===== config.mk =====
export PLATFORM = sky130hd
export DESIGN_NAME = jtag_sib_network
export DESIGN_NICKNAME = d
export VERILOG_FILES = /design/src/rtl/jtag_pkg.sv /design/src/rtl/jtag_seg.sv /design/src/rtl/jtag_sib_network.sv
export SDC_FILE = /design/constraint.sdc
export NUM_CORES = 1
export LEC_CHECK = 0
export BUFFER_PORTS_ARGS = -buffer_cell sky130_fd_sc_hd__buf_2
export CAP_MARGIN = 30
export CORE_UTILIZATION = 61
export DETAILED_ROUTE_END_ITERATION = 8
export GPL_TIMING_DRIVEN = 0
export PLACE_DENSITY = 0.86
export SYNTH_ARGS = -nofsm -noshare
export SYNTH_HDL_FRONTEND = slang
export SYNTH_HIERARCHICAL = 1
export SYNTH_SLANG_ARGS = --single-unit

===== constraint.sdc =====
create_clock -name tck -period 4.5 [get_ports tck]
set_input_delay 0.675 -clock tck [delete_from_list [all_inputs] [get_ports tck]]
set_output_delay 0.675 -clock tck [all_outputs]
set_load 0.02 [all_outputs]

===== src/rtl/jtag_pkg.sv =====
// rtl/jtag_pkg.sv - shared types and helpers for the SIB/TDR segment network
package jtag_pkg;

    // Qualifier priority encoding shared with the TAP controller
    typedef enum logic [1:0] {
        IDLE    = 2'd0,
        SHIFT   = 2'd1,
        CAPTURE = 2'd2,
        UPDATE  = 2'd3
    } qual_e;

    function automatic int seg_width(input int n_conf, input int n_scope);
        return n_conf + n_scope;
    endfunction

    function automatic int chan_idx_width(input int n_chan);
        return (n_chan > 1) ? $clog2(n_chan) : 1;
    endfunction

    function automatic qual_e decode_qual(input logic shift_q, input logic capture_q,
                                          input logic update_q);
        qual_e q;
        if (update_q)
            q = UPDATE;
        else if (capture_q)
            q = CAPTURE;
        else if (shift_q)
            q = SHIFT;
        else
            q = IDLE;
        return q;
    endfunction

endpackage


===== src/rtl/jtag_seg.sv =====
// rtl/jtag_seg.sv - one channel: SIB bit, conf/scope TDR and shadowed conf outputs
module jtag_seg
    import jtag_pkg::*;
#(
    parameter int                N_CONF     = 8,
    parameter int                N_SCOPE    = 8,
    parameter logic [N_CONF-1:0] INIT_VALUE = '0,
    parameter int                SFI_W      = (N_SCOPE > 0) ? N_SCOPE : 1
) (
    input  logic              tck,
    input  logic              trst,
    input  qual_e             qual,
    input  logic              chain_in,
    input  logic              open_next,
    input  logic [SFI_W-1:0]  sfi,
    output logic              sib_bit,
    output logic              chain_out,
    output logic              sel,
    output logic [N_CONF-1:0] cfo,
    output logic              cfo_upd
);

    localparam int W = seg_width(N_CONF, N_SCOPE);

    logic [W-1:0] seg;
    logic [W-1:0] cap_val;
    logic [W-1:0] shift_val;

    generate
        if (N_SCOPE > 0) begin : g_scope
            assign cap_val = {sfi, cfo};
        end else begin : g_no_scope
            assign cap_val = cfo;
        end
        if (W > 1) begin : g_wide
            assign shift_val = {sib_bit, seg[W-1:1]};
        end else begin : g_single
            assign shift_val = sib_bit;
        end
    endgenerate

    // A closed segment is bypassed: the SIB bit feeds the next channel directly
    assign chain_out = sel ? seg[0] : sib_bit;

    always_ff @(posedge tck) begin
        if (trst) begin
            sib_bit <= 1'b0;
            sel     <= 1'b0;
            seg     <= W'(INIT_VALUE);
            cfo     <= INIT_VALUE;
            cfo_upd <= 1'b0;
        end else begin
            cfo_upd <= 1'b0;
            case (qual)
                UPDATE: begin
                    // Reload uses the select value from before this update
                    if (sel) begin
                        cfo     <= seg[N_CONF-1:0];
                        cfo_upd <= 1'b1;
                    end
                    sel     <= open_next;
                    sib_bit <= open_next;
                end
                CAPTURE: begin
                    sib_bit <= sel;
                    if (sel)
                        seg <= cap_val;
                end
                SHIFT: begin
                    sib_bit <= chain_in;
                    if (sel)
                        seg <= shift_val;
                end
                default: ;
            endcase
        end
    end

endmodule


===== src/rtl/jtag_sib_network.sv =====
// rtl/jtag_sib_network.sv - N_CHAN SIB-gated TDR segments chained between tdi and tdo
module jtag_sib_network
    import jtag_pkg::*;
#(
    parameter int                N_CHAN     = 4,
    parameter int                N_CONF     = 8,
    parameter int                N_SCOPE    = 8,
    parameter logic [N_CONF-1:0] INIT_VALUE = '0,
    parameter bit                MUTEX      = 1'b0
) (
    input  logic                                          tck,
    input  logic                                          trst,
    input  logic                                          shift,
    input  logic                                          capture,
    input  logic                                          update,
    input  logic                                          tdi,
    output logic                                          tdo,
    input  logic [N_CHAN*((N_SCOPE > 0) ? N_SCOPE : 1)-1:0] sfi,
    output logic [N_CHAN*N_CONF-1:0]                      cfo,
    output logic [N_CHAN-1:0]                             cfo_upd,
    output logic [N_CHAN-1:0]                             select
);

    localparam int SFI_W = (N_SCOPE > 0) ? N_SCOPE : 1;

    qual_e             qual;
    logic [N_CHAN-1:0] sib_bits;
    logic [N_CHAN-1:0] open_next;
    logic [N_CHAN:0]   chain;

    assign qual     = decode_qual(shift, capture, update);
    assign chain[0] = tdi;
    assign tdo      = chain[N_CHAN];

    // x & -x isolates the lowest set bit, so the lowest requested channel wins
    generate
        if (MUTEX) begin : g_mutex
            assign open_next = sib_bits & (-sib_bits);
        end else begin : g_open_all
            assign open_next = sib_bits;
        end
    endgenerate

    generate
        for (genvar k = 0; k < N_CHAN; k++) begin : g_chan
            jtag_seg #(
                .N_CONF     (N_CONF),
                .N_SCOPE    (N_SCOPE),
                .INIT_VALUE (INIT_VALUE),
                .SFI_W      (SFI_W)
            ) u_seg (
                .tck       (tck),
                .trst      (trst),
                .qual      (qual),
                .chain_in  (chain[k]),
                .open_next (open_next[k]),
                .sfi       (sfi[k*SFI_W +: SFI_W]),
                .sib_bit   (sib_bits[k]),
                .chain_out (chain[k+1]),
                .sel       (select[k]),
                .cfo       (cfo[k*N_CONF +: N_CONF]),
                .cfo_upd   (cfo_upd[k])
            );
        end
    endgenerate

endmodule


-- Word level (Yosys, flattened, before mapping)
Cells that the tools add are included.
- eq/ne operators: 11
- muxes and demuxes: 27
- bitwise operators: 1
- reduce and logical (&&, ||, !) cells: 10
- operator list (kind ; number):
    $mux W16 ; 8
    $pmux W16 S2 ; 4
    $ne A2 B1 Y1 const B ; 8
    $reduce_and A3 Y1 ; 4
    $mux W1 ; 9
    $pmux W1 S2 ; 4
    $reduce_and A2 Y1 ; 4
    $eq A2 B2 Y1 const B ; 2
    $mux W2 ; 2
    $eq A2 B1 Y1 const B ; 1
    $reduce_bool A2 Y1 ; 1
    $reduce_or A2 Y1 ; 1
    $not A1 Y1 ; 1
- register bits after elaboration: 108
- input bits: 38
- output and inout port bits: 41
- word-level logic and storage cells: 69

-- Longest topological paths before layout
- depth in word-level cells: 6
- gate-level depth with buffers: 10
- gate-level depth less buffers: 7

-- Cells and area by module
The synthesis kept the hierarchy.
- modules (own cells, without submodules) (module ; instances ; cells each ; area each (um2) ; seq. area each (um2)):
    jtag_seg ; 4 ; 132 ; 1292.5 ; 540.5
    jtag_sib_network ; 1 ; 3 ; 17.5 ; 0.0

-- Worst setup path after synthesis
Ideal clock, no wire load.
- path type: input-to-reg
- start point: input port capture
- end point: register g_chan[0].u_seg.seg[0]
- library setup time: 0.081 ns
- data arrival time: 2.362 ns
- required time: 4.419 ns
- slack: 2.057 ns
- stages: 8
- path buffers: 1
- cell sequence: inv_1 a21o_1 inv_1 ha_1 o21bai_1 clkbuf_1 a21oi_1 a211oi_2
- longest elaborated chain between the ends: 5
- elaborated cells between the ends (all ways): 9
- those cells by class: 4 x eq/ne; 3 x mux; 2 x reduce/logical
- RTL lines (item ; line ; text):
    from (decl) ; jtag_sib_network.sv:14 ; input logic capture,
    $mux W2 * ; jtag_pkg.sv:25 ; else if (capture_q)
    $mux W2 * ; jtag_pkg.sv:23 ; if (update_q)
    net qual[0] ; jtag_sib_network.sv:26 ; qual_e qual;
    $eq A2 B1 Y1 or $eq A2 B2 Y1 (tied branches) ; jtag_seg.sv:54 ; case (qual)
    $ne A2 B1 Y1 (no line) or $reduce_bool A2 Y1 (tied branches) ; -- ;
    $reduce_and A3 Y1 (no line) ; -- ;
    to (signal assigned) ; jtag_seg.sv:49 ; seg <= W'(INIT_VALUE);
    to (signal assigned) ; jtag_seg.sv:67 ; seg <= cap_val;
    to (signal assigned) ; jtag_seg.sv:72 ; seg <= shift_val;
    to (decl) ; jtag_seg.sv:25 ; logic [W-1:0] seg;
Mark *: on every way through the listed nets, which the timed path passes. The rest lies on a longest branch.
A chain may end at the register's enable or synchronous reset.

-- Final worst setup path
- start point: input port capture
- end point: register g_chan[2].u_seg.seg[2]
- longest elaborated chain between the ends: 5
- elaborated cells between the ends (all ways): 9
- those cells by class: 4 x eq/ne; 3 x mux; 2 x reduce/logical
- RTL lines (item ; line):
    $mux W2 * ; jtag_pkg.sv:25
    $mux W2 * ; jtag_pkg.sv:23
    net qual[0] ; jtag_sib_network.sv:26
    $eq A2 B1 Y1 or $eq A2 B2 Y1 (tied branches) ; jtag_seg.sv:54
    $ne A2 B1 Y1 (no line) or $reduce_bool A2 Y1 (tied branches) ; --
    $reduce_and A3 Y1 (no line) ; --
    to (signal assigned) ; jtag_seg.sv:49
    to (signal assigned) ; jtag_seg.sv:67
    to (signal assigned) ; jtag_seg.sv:72
    to (decl) ; jtag_seg.sv:25
Marks and branches as above.

==> results.md <==
- Outcome: completed
- Worst Path Max Fanout: 16
- Post-CTS sizing: 0
- Adder-cell share of the synthesized area: ~4.8%
- Mapped cell area: between 0.005 and 0.006 sq mm
- R2r worst-path depth: 4
- P_leak: around 2.2 nW
- Startpoint types: input port
- Dpl hpwl: a little under 8000 um
- Top cell type's share of synthesized area: 41.7%
- Min setup slack post-route: 1.70 ns
- #FFs+latches synth: between 100 and 150
- CP endpoint kind: flop
- Fmax: approximately 360 MHz
- Final Hold Viols: 0
- Hold Buf Count CTS: 0
- Die Y-Extent: ~94 um
- Fin crit share: 62.2%
- Input/output buffers: between 70 and 80
- Final setup viols: 0
- Vias in the first global route: around 4200
- Antenna Nets Post-Route: 0
- Compound-gate portion of the synthesized area: ~25%
- RR Startpoint: g_chan[2].u_seg/sel
- Comb pwr share: 18.2%
- Worst-Skew Late Latency: between 0.3 and 0.4 ns
- Reg clk slew, reported paths: approximately 0.1 ns
- Worst Tran Pin Value: 0.698 ns
- Initial antenna violation count: 0
- Slew Limit Headroom: a little over half
- Switching Fraction: approximately 29%
- DRC violations left: 0
- Synth cell types: 22
- Xor/xnor cell area share of the yosys netlist: 0%
- Mapped Nets: between 500 and 600
- DRT iter0 DRCs: 111
- Inst Count DP: roughly 710
- Cell-internal power: ~1.4 mW
- Overall power: 2.03 mW
- H-tree depth: 3
- Layout overhead on the synthesized area: 13.9%
- CTS Buf Count: 9
- Site Rows: 33
- Post-Syn Area per Cell: 9.77 sq um
- Routability Congestion: 0.816
- Starting Density: 63.1%
- Main combinational cell family by area after synthesis: compound AO/OA/AOI/OAI gates
- Final WL: 11200 um
- Area leader, netlist: dfxtp_1
- CTS tree: done
- Synth Instances: about 530
- DR pass1 iterations: 4
- Min-Delay Path Depth: 2
- VDD IR-drop max: ~0.00020 V
- Sw power: about 0.58 mW
- Most frequent cells in the layout: 108 x dfxtp_1, 96 x a21oi_1, 81 x buf_2
- Nets: about 680
- CTS Sinks: between 100 and 150
- Worst setup path category: in2reg
- First-pass GRT wire length: 18700 um
- Final worst path period need: around 2.8 ns
- Vias per cell: slightly below 6
- R2r setup slk: approximately 2.8 ns
- Clk buf depth: 2
- Clock power frac: between 20% and 30%
- Gr usage total: between 20% and 30%
- Max cap viols: 0
- Final max-slew violation count: 0
- Flop pwr share: a little over half
- Pre-CTS WS: 1.38 ns
- # IOs: between 70 and 80
- Die area: 0.00888 sq mm
- Routed vias: approximately 4300
- Simple-Gate Fraction of Synth Area: under 10%
- Area contributors post-synth: dfxtp_1 42%, mux2i_1 13%, a211oi_2 9.6%
- Layout Skew: about 0.012 ns
- Clk root buf: clkbuf_8
- Pwr dens: around 340 mW/mm^2
- WL per Instance: between 15 and 20 um
- Die width: between 90 and 100 um
- Crit. Startpoint: capture
- HP Class: reg2reg
- Number of fill cells: 627
- Fin Setup TNS: 0 ns
- Commonest non-fill, non-tap cell in the layout: dfxtp_1
- Largest net degree at the start of global routing: 18
- Cell Count, Final, Fillers Out: 729
- RSZ-0062 raised after global routing: no
- Post-synthesis mux area share: approximately an eighth
- Antenna fix cells: 0
- Area of the core: approximately 0.0082 sq mm
- Hold_sp: g_chan[0].u_seg/cfo[4]
- Worst EP arrival: approximately 3 ns
- Layout cells sized above 1: between 20% and 30%
- Postcts setup bufs: 0
- Total of warnings raised by yosys: 6
- Worst EP required: about 4.8 ns
- Grt ovf: 0
- Sequential area share after synthesis: 41.7%
cell families (layout without fill, tap and decap cells):
kind of cell | after synthesis | count (layout)
AO/OA/AOI/OAI | 177 | 177
adder cells (fa/ha/maj) | 20 | 20
buffers and inverters | 61 | 154
flip-flops | 108 | 108
multiplexers | 68 | 68
AND/OR/NAND/NOR | 97 | 97
layout make-up:
| class | instances | area [sq um] | share of cell area [%] |
|---|---|---|---|
| multi-input combinational | 362 | 2670 | 45.2 |
| sequential | 108 | 2160 | 36.6 |
| timing repair buffer | 77 | 385 | 6.52 |
| buffer | 48 | 305 | 5.17 |
| clock buffer | 11 | 141 | 2.39 |
| tap | 105 | 131 | 2.22 |
| clock inverter | 5 | 61.3 | 1.04 |
| inverter | 13 | 48.8 | 0.826 |
synth_stat cells (all sizes together):
master	count
dfxtp	108
a21oi	96
mux2i	68
a211oi	64
nand2	40
nand3	32
clkbuf	28
buf	20
ha	20
inv	13
nor2	8
or2	5
a2111oi	4
a221oi	4
and2	4
nand2b	4
nor3	4
o21ai	4
o21bai	4
a21o	1
metrics by stage:
| stage | cell area, sq um | utilization (%) | hold slack, ns |
|---|---|---|---|
| after detailed placement | 5700 | 69.4 | 0.459 |
| after floorplan | 5190 | - | 0.456 |
| after global routing | 5910 | 71.9 | 0.505 |
| final | 5910 | 71.9 | 0.472 |
| after global placement | 5700 | 69.4 | 0.458 |
| after CTS | 5910 | 71.9 | 0.475 |
sequential cells by signal, summed over array words and instances (netlist names):
| register | flops |
|---|---|
| g_chan.u_seg/cfo | 32 |
| g_chan.u_seg/cfo_upd | 4 |
| g_chan.u_seg/sel | 4 |
| g_chan.u_seg/seg | 64 |
| g_chan.u_seg/sib_bit | 4 |
critical path, cell delays in order:
cell and delay [ns]:
buf_2 0.10, inv_1 0.04, a21o_1 0.47, inv_1 0.17, ha_1 0.27, o21bai_1 0.51
clkbuf_1 0.44, a21oi_1 0.18, a211oi_2 0.22
metal layers:
layer  vias to the layer above  routed length [um]  GRT usage [%]
met5                         -                   0              0
met4                         0                 108           8.97
met3                        10                 414           3.24
met2                       104                5630           45.0
met1                      2039                5070           33.3
li1                       2100                   -              -
power groups by stage:
stage               Sequential (mW)  Combinational (mW)  Clock [mW]
floorplan                      1.08               0.282           0
global placement               1.08               0.349           0
detailed placement             1.09               0.366           0
CTS                            1.06               0.369       0.605
global route                   1.07               0.405       0.643
finish                         1.07               0.369       0.596
path summary, 6_finish.rpt:
path / to
max: g_chan[2].u_seg/seg[2]
min: g_chan[0].u_seg/cfo[4]
max reg2reg: g_chan[2].u_seg/seg[2]
min reg2reg: g_chan[0].u_seg/cfo[4]
Note: power is estimated with default switching activity, not from simulation.
